**config.mk**
```make
export PLATFORM = sky130hd
export DESIGN_NAME = bram_arbiter
export DESIGN_NICKNAME = d
export VERILOG_FILES = /design/src/rtl/bram_arbiter_pkg.sv /design/src/rtl/rr_arb2.sv /design/src/rtl/bram_arbiter.sv
export SDC_FILE = /design/constraint.sdc
export NUM_CORES = 1
export LEC_CHECK = 0
export CAP_MARGIN = 10
export CORE_AREA = 2 2 68 96
export DETAILED_ROUTE_END_ITERATION = 12
export DIE_AREA = 0 0 70 98
export GPL_ROUTABILITY_DRIVEN = 1
export PLACE_DENSITY = 0.88
export SYNTH_ARGS = -nofsm -noshare
export SYNTH_HDL_FRONTEND = slang
export SYNTH_HIERARCHICAL = 1
export SYNTH_SLANG_ARGS = --single-unit
```
**constraint.sdc**
```tcl
create_clock -name clk -period 2.6 [get_ports clk]
set_clock_uncertainty 0.05 [all_clocks]
set_input_delay 0.26 -clock clk [delete_from_list [all_inputs] [get_ports clk]]
set_output_delay 0.26 -clock clk [all_outputs]
set_load 0.1 [all_outputs]
```
**src/rtl/bram_arbiter_pkg.sv**
```systemverilog
// Shared definitions for the BRAM arbiter and the memory it drives:
// default word/address widths and the controller state encoding.
package bram_arbiter_pkg;

    localparam int DEF_WORD_WIDTH = 24;
    localparam int DEF_ADDR_WIDTH = 8;

    // INIT zeroes the memory, SERVE arbitrates the two request ports.
    typedef enum logic {
        ST_INIT  = 1'b0,
        ST_SERVE = 1'b1
    } arb_state_t;

endpackage

```
**src/rtl/rr_arb2.sv**
```systemverilog
// Two-way round-robin decision. last_b=1 means port B won the most recent
// grant, so on a tie port A wins; last_b=0 hands a tie to port B.
module rr_arb2 (
    input  logic req_a,
    input  logic req_b,
    input  logic last_b,
    output logic gnt_a,
    output logic gnt_b
);

    // One-hot grant: a lone requester always wins, a tie goes to the other port.
    always_comb begin
        gnt_a = req_a & (~req_b | last_b);
        gnt_b = req_b & (~req_a | ~last_b);
    end

endmodule

```
**src/rtl/bram_arbiter.sv**
```systemverilog
// Dual-port front end for a single-port BRAM. After reset it sweeps every
// address writing zero, then arbitrates ports A and B round-robin, issuing
// one memory access per grant and returning read data one cycle later.
import bram_arbiter_pkg::*;

module bram_arbiter #(
    parameter int WORD_WIDTH = DEF_WORD_WIDTH,
    parameter int ADDR_WIDTH = DEF_ADDR_WIDTH
) (
    input  logic                  clk,
    input  logic                  clear,
    input  logic                  a_req,
    input  logic                  a_we,
    input  logic [ADDR_WIDTH-1:0] a_addr,
    input  logic [WORD_WIDTH-1:0] a_wdata,
    output logic                  a_gnt,
    output logic                  a_rvalid,
    output logic [WORD_WIDTH-1:0] a_rdata,
    input  logic                  b_req,
    input  logic                  b_we,
    input  logic [ADDR_WIDTH-1:0] b_addr,
    input  logic [WORD_WIDTH-1:0] b_wdata,
    output logic                  b_gnt,
    output logic                  b_rvalid,
    output logic [WORD_WIDTH-1:0] b_rdata,
    output logic                  init_done,
    output logic                  mem_read_write,
    output logic [ADDR_WIDTH-1:0] mem_address,
    output logic [WORD_WIDTH-1:0] mem_data_in,
    input  logic [WORD_WIDTH-1:0] mem_data_out
);

    arb_state_t            state;
    arb_state_t            next_state;
    logic [ADDR_WIDTH-1:0] sweep_count;
    logic                  sweep_last;
    logic [ADDR_WIDTH-1:0] held_addr_p1;
    logic                  last_b;
    logic                  serve;
    logic                  a_vld_p1;
    logic                  b_vld_p1;

    assign serve      = (state == ST_SERVE);
    assign sweep_last = (sweep_count == {ADDR_WIDTH{1'b1}});

    // Requests are masked during the sweep so nothing is granted before the
    // memory contents are defined.
    rr_arb2 u_rr_arb2 (
        .req_a  (a_req & serve),
        .req_b  (b_req & serve),
        .last_b (last_b),
        .gnt_a  (a_gnt),
        .gnt_b  (b_gnt)
    );

    // Next-state: leave INIT after the write to the top address.
    always_comb begin
        next_state = state;
        case (state)
            ST_INIT:  if (sweep_last) next_state = ST_SERVE;
            ST_SERVE: next_state = ST_SERVE;
            default:  next_state = ST_INIT;
        endcase
    end

    // State register.
    always_ff @(posedge clk) begin
        if (clear) state <= ST_INIT;
        else       state <= next_state;
    end

    // Sweep address counter; only advances while sweeping, so it can never
    // begin a second pass once SERVE is reached.
    always_ff @(posedge clk) begin
        if (clear)                 sweep_count <= '0;
        else if (state == ST_INIT) sweep_count <= sweep_count + 1'b1;
    end

    // Registered completion flag, high exactly in SERVE cycles.
    always_ff @(posedge clk) begin
        if (clear) init_done <= 1'b0;
        else       init_done <= (next_state == ST_SERVE);
    end

    // Last-grant pointer; reset value makes A win the first tie.
    always_ff @(posedge clk) begin
        if (clear)      last_b <= 1'b1;
        else if (a_gnt) last_b <= 1'b0;
        else if (b_gnt) last_b <= 1'b1;
    end

    // ---- stage p0 -> p1: read grant becomes read-data valid ----
    // A clear sampled alongside a read grant kills its valid.
    always_ff @(posedge clk) begin
        if (clear) begin
            a_vld_p1 <= 1'b0;
            b_vld_p1 <= 1'b0;
        end else begin
            a_vld_p1 <= a_gnt & ~a_we;
            b_vld_p1 <= b_gnt & ~b_we;
        end
    end

    // Remember the last address presented so idle cycles keep it stable.
    always_ff @(posedge clk) begin
        held_addr_p1 <= mem_address;
    end

    // Memory command mux: sweep write, granted port, or idle read.
    always_comb begin
        mem_read_write = 1'b0;
        mem_address    = held_addr_p1;
        mem_data_in    = '0;
        if (!serve) begin
            mem_read_write = 1'b1;
            mem_address    = sweep_count;
        end else if (a_gnt) begin
            mem_read_write = a_we;
            mem_address    = a_addr;
            mem_data_in    = a_wdata;
        end else if (b_gnt) begin
            mem_read_write = b_we;
            mem_address    = b_addr;
            mem_data_in    = b_wdata;
        end
    end

    assign a_rvalid = a_vld_p1;
    assign b_rvalid = b_vld_p1;
    assign a_rdata  = mem_data_out;
    assign b_rdata  = mem_data_out;

endmodule

```
==> results.md, run 1 <==
* Metal2 WL at 3.259 mm
* Pre-CTS worst setup slack at 189.8 ps
* Cells after DPL at 338
* DRC errors left at 0
* Antenna Nets Post-Route at 0
* P&R area growth vs syn at 91.84%
* Max_slew headroom at 56.92%
* Required time worst endpoint at 2290 ps
* Setup Buffers After CTS at 0
* Die Y at between 90 and 100 µm
* Critical Path Slowest Stage Cell: clkdlybuf4s50_1
* Pins Over Slew Limit at 0
* PnR worst setup slack at approximately 150 ps
* Reg2reg path depth at 6
* Crit path largest cell delay at about 460 ps
* Fmax at 0.4088 GHz
* ANT cells at 0
* Dominant cells by area after synthesis: dfxtp_1 24%, buf_4 22%, nor2b_1 12%
* Htree depth at 1
* Outcome: finished clean
* Met1 WL at 1.925 mm
* CTS resizes at 0
* DR WL/cell at 16.75 µm
* Global-route usage over all layers at ~16%
* RSZ-0062 raised after global routing: false
* Vias in the first global route at approximately 1.8k
* CTS buffer count at 3
* Hold depth at 0
* Post-Layout Cell Count at 342
* First-iteration detailed-routing DRC count at roughly 170
* Total Wirelength at between 5 and 6 mm
* Yosys top cell area share at 23.51%
* Die Area at 6860 µm²
* Initial antenna violation count at 0
* Tmin final at 2446 ps
* Yosys warns at 6
* Largest net degree at the start of global routing at 51
* Port buffer count at 107
* Row cnt at 34
* Clock tree from TritonCTS: built
* Reg-to-reg slack, setup at about 850 ps
* RR Startpoint: init_done
* CP most frequent cell: buf_12
* Core Area at 6041 µm²
* Hold buffers post-CTS at 0
* Clock sink count at 20
* Syn Area/Cell at approximately 7.8 µm²
* Syn nets at 313
* Register area share after synthesis at between 20% and 30%
* Max cap viols at 0
* Worst path cell trace: clkdlybuf4s50_1 -> and2_4 -> a21boi_4 -> buf_12 -> nor2b_1 -> a211oi_1 -> o22ai_4 -> buf_12
* Post-synthesis register bit count at 20
* Final GP Congestion at 0.8014
* Final setup violation count at 0
* Pleak at 1.015 nW
* Cell taking the most area after synthesis: dfxtp_1
* Most frequent cells in the layout: 69 x clkdlybuf4s50_1, 38 x buf_12, 23 x nor2b_4
* Power Density at 228.7 nW/µm²
* GRT Residual Overflow at 0
* Critical path origin: b_req
* Hold Crit Class: in -> out
* Startpoint Class: input port
* HPWL after detailed placement at 4.411 mm
* Top-Level Pins at 180
* Vias at 1702
* Critical Path Sink Type: primary output
* Worst-skew pair later-pin latency at 250 ps
* Global-route wire length before repair at 8.818 mm
* Cells after Synth at 218
* Post-synth cell types at 30
* Beginning of the worst hold path: mem_data_out[10]
* Root buf cell: clkbuf_8
* Synth Cell Area at 1703 µm²
* Final worst-path cycle share at a little over nine tenths
* Maximum VDD drop at 0.0001639 V
* Nets at 366
* Vias per cell at 4.977
* Uppermost layer routed: met4
* Die W at approximately 70 µm
* Pre-antenna DRT Iters at 4
* TNS Setup at 0 ps
* Data arrival, critical path at 2140 ps
* Met3 WL at 313 µm
* Worst slew pin tran at 646.2 ps
* Worst hold slack at 470.1 ps
* Total power at 0.7471 mW
* Share of cells above drive strength 1 at between 30% and 40%
* Starting Density at 28.19%
* CTS Buffer Depth at 2
* Critical path type: in -> out
* Final hold vios at 0
* Most common cell after layout, fill and taps aside: clkdlybuf4s50_1
* Crit Path Max Fanout at 19
[kinds of logic after synthesis]
family	after synthesis	share of synthesized area (%)
fa+ha+maj	1	0.7346
xor+xnor	4	2.058
flops	20	23.51
mux	1	0.5878
buf+inv	74	28.44
compound gates	59	23.37
simple gates	59	21.31
[path summary, 6_finish.rpt]
kind	endpoint
worst max-delay path	mem_address[6]
worst min-delay path	a_rdata[10]
worst max register to register	held_addr_p1[6]
worst min register to register	sweep_count[7]
[report_power, final]
group	switching [mW]	internal (mW)
Sequential	0.00861	0.313
Clock	0.0996	0.135
Combinational	0.0703	0.121
Total	0.178	0.569
[synthesized netlist by cell type, drive strengths merged]
cell type / count
nand4: 1
nor2b: 33
xnor2: 3
inv: 10
xor2: 1
o21bai: 1
a21boi: 2
mux2i: 1
nand4b: 3
a22oi: 24
nand3: 2
nor3: 1
a211oi: 8
buf: 58
nor3b: 1
dfxtp: 20
nand3b: 1
ha: 1
a21oi: 3
o21ba: 1
nand2: 4
o22ai: 8
and2: 3
nor2: 7
clkbuf: 6
o21ai: 12
or3: 3
[critical path: cells and delay by family]
kind,cells,cell delay (ps)
buffers and inverters,3,840
AOI/OAI and AO/OA,3,810
and+or+nand+nor,2,220
[sequential cells by signal (all words and copies together), names as in the netlist]
signal,flops
init_done,1
b_rvalid,1
last_b,1
a_rvalid,1
held_addr_p1,8
sweep_count,8
[layer usage]
layer,GRT usage [%],up-vias
li1,-,806
met1,16.37,807
met2,30.99,50
met3,1.032,39
met4,8.284,0
met5,0,-
[through the flow]
stage,util [%],cell area (µm²)
floorplan,-,2131
global placement,53.17,3212
detailed placement,53.17,3212
CTS,54.08,3267
global route,54.08,3267
finish,54.08,3267
[cell type report]
| type | instances | area (µm²) |
|---|---|---|
| Sequential cell | 20 | 404.1 |
| Inverter | 10 | 37.54 |
| Tap cell | 72 | 90.09 |
| Fill cell | 500 | 2774 |
| Multi-Input combinational cell | 124 | 1191 |
| Timing Repair Buffer | 112 | 1489 |
| Clock buffer | 4 | 55.05 |
No activity file was read; power rests on OpenSTA's default activity.
==> run 2: changes to the inputs <==
- CORE_AREA: 2 2 68 96 -> 2 2 67 95
- DIE_AREA: 0 0 70 98 -> 0 0 69 97
- PLACE_DENSITY: 0.88 -> 0.87
- SYNTH_HIERARCHICAL: 1 -> unset
==> results.md, run 2 <==
* DR WL/cell at approximately 19 µm
* Dpl cell area at 2775 µm²
* Max cap viols at 0
* Final Util at 49.05%
* Cell area after layout at about 2800 µm²
* Global-route usage over all layers at 16.23%
* Core Area at 5781 µm²
* Net switching power at about 0.18 mW
* CTS buffer count at 3
* Dominant cells by area after synthesis: dfxtp_1 26%, buf_4 25%, a22o_1 14%
* ANT cells at 0
* Worst slew pin tran at 651.8 ps
* Crit Path Max Fanout at 26
* Final hold vios at 0
* HPWL after detailed placement at 4.786 mm
* P&R area growth vs syn at 84.98%
* Hold Crit Class: in -> out
* Most common cell after layout, fill and taps aside: clkdlybuf4s50_1
* Maximum VDD drop at 0.0001624 V
* Power Density at 262.0 nW/µm²
* Synth Cell Area at approximately 1500 µm²
* Crit path largest cell delay at 590 ps
* Biggest regs: held_addr_p1: 8 flops, sweep_count: 8 flops
* Tmin final at around 2500 ps
* Switching Fraction at 23.58%
* Post-synth cell types at 34
* Clock tree from TritonCTS: built
* Filler cells at 518
* Post-synthesis register bit count at 20
* Yosys warns at 0
* Vias at between 1.5k and 2k
* First-iteration detailed-routing DRC count at 56
* Register area at around 400 µm²
* Starting Density at 26.52%
* Register area share after synthesis at between 20% and 30%
* Max_slew headroom at 56.45%
* CTS resizes at 0
* Critical Path Slowest Stage Cell: nor2_4
* Fmax at between 0.4 and 0.5 GHz
* Post-synth top flop: dfxtp_1
* Required time worst endpoint at 2290 ps
* Cell-internal power at 0.5678 mW
* Hold buffers post-CTS at 0
* EDFF count, synth at 0
* Vias in the first global route at 1549
* Syn Area/Cell at 8.911 µm²
* Worst hold slack at around 470 ps
* Die W at 69 µm
* Final GP Congestion at 0.8251
* Top post-synthesis cells by count: 51 x buf_4, 24 x a22o_1, 20 x dfxtp_1
* Vias per cell at a little over 5
* GRT Residual Overflow at 0
* Cell taking the most area after synthesis: dfxtp_1
* Outcome: finished clean
* Antenna Nets Post-Route at 0
* Critical path type: in -> out
* Critical Path Sink Type: primary output
* Data arrival, critical path at 2150 ps
* Most frequent cells in the layout: 69 x clkdlybuf4s50_1, 36 x buf_12, 19 x dfxtp_1
* Final setup violation count at 0
* Clock sink count at 20
* TNS Setup at 0 ps
* Clock share of power at 31.5%
* Worst path cell trace: clkdlybuf4s50_1 -> and2_1 -> nor2_4 -> a221o_1 -> buf_12
* Port buffer count at 107
* RSZ-0062 raised after global routing: false
* Cells after Synth at around 170
* Worst-skew pair later-pin latency at between 200 and 300 ps
* Final worst-path cycle share at 94.52%
* Pins Over Slew Limit at 0
* CTS Buffer Depth at 2
* Largest net degree at the start of global routing at 27
* Yosys top cell area share at 26.12%
* Share of cells above drive strength 1 at a little under 30%
* Startpoint Class: input port
* Total Wirelength at 5.759 mm
* Global-route wire length before repair at roughly 9 mm
* Most common cell in the synthesized netlist: buf_4
* Combinational power share at about 25%
* Root buf cell: clkbuf_8
* Register share of total power at 43.4%
* Row cnt at 33
* Async set or reset register ratio after synthesis at 0%
* Nets at 324
* Syn nets at 267
* Initial antenna violation count at 0
* DRC errors left at 0
* Die Y at 97 µm
* Pre-antenna DRT Iters at 4
* Setup Buffers After CTS at 0
* Area of the multi-input gates at ~840 µm²
* Htree depth at 1
* Pleak at 1.016 nW
* Total power at 0.7429 mW
* Die Area at 6693 µm²
* Top-Level Pins at 180
## run 2: power groups by stage
| stage | Combinational, mW | Sequential [mW] | Clock, mW |
|---|---|---|---|
| finish | 0.187 | 0.323 | 0.234 |
| CTS | 0.187 | 0.323 | 0.237 |
| detailed placement | 0.186 | 0.331 | 0 |
| global placement | 0.186 | 0.330 | 0 |
| floorplan | 0.404 | 0.329 | 0 |
| global route | 0.197 | 0.323 | 0.254 |
## run 2: area by class of cell
| type | instances | share of cell area (%) |
|---|---|---|
| Inverter | 3 | 0.3972 |
| Multi-Input combinational cell | 92 | 29.48 |
| Timing Repair Buffer | 109 | 50.84 |
| Sequential cell | 20 | 14.25 |
| Tap cell | 70 | 3.089 |
| Clock buffer | 4 | 1.942 |
## run 2: worst max-delay path: cells and delay by family
family,cells,cell delay (ps)
AOI/OAI and AO/OA,1,310
buffers and inverters,2,640
and+or+nand+nor,2,920
## run 2: layer usage
| layer | vias up | track usage (%) | routed length [µm] |
|---|---|---|---|
| met5 | - | 0 | 0 |
| met4 | 0 | 3.469 | 59 |
| met3 | 12 | 8.646 | 738 |
| met2 | 121 | 28.70 | 3006 |
| met1 | 679 | 16.83 | 1956 |
| li1 | 706 | - | - |
## run 2: through the flow
step / std cells / setup slack, ps
after CTS: 298 / 85.36
final: 298 / 142.6
after global placement: 294 / 231.3
after floorplan: 172 / 39.38
after detailed placement: 294 / 162.5
after global routing: 298 / 61.19
## run 2: path summary, 6_finish.rpt
kind / from / endpoint / slack (ps) / cells past startpoint
setup / recovery: a_req / mem_read_write / 140 / 5
hold / removal: mem_data_out[10] / a_rdata[10] / 470 / 0
setup reg to reg: init_done / held_addr_p1[0] / 1070 / 3
hold reg to reg: sweep_count[6] / held_addr_p1[6] / 500 / 1
## run 2: kinds of logic after synthesis
| logic type | count (synthesis) | share of synthesized area [%] |
|---|---|---|
| adder cells (fa/ha/maj) | 1 | 0.8162 |
| AO/OA/AOI/OAI | 60 | 30.86 |
| flip-flops | 20 | 26.12 |
| AND/OR/NAND/NOR | 27 | 11.84 |
| buffers and inverters | 60 | 28.00 |
| XOR/XNOR | 3 | 1.715 |
| multiplexers | 1 | 0.6531 |
==> run 3: changes to the inputs <==
- GPL_ROUTABILITY_DRIVEN: 1 -> 0
==> results of run 3 <==
Same layout as run 2: the final DEF is identical, and so are final timing and power.
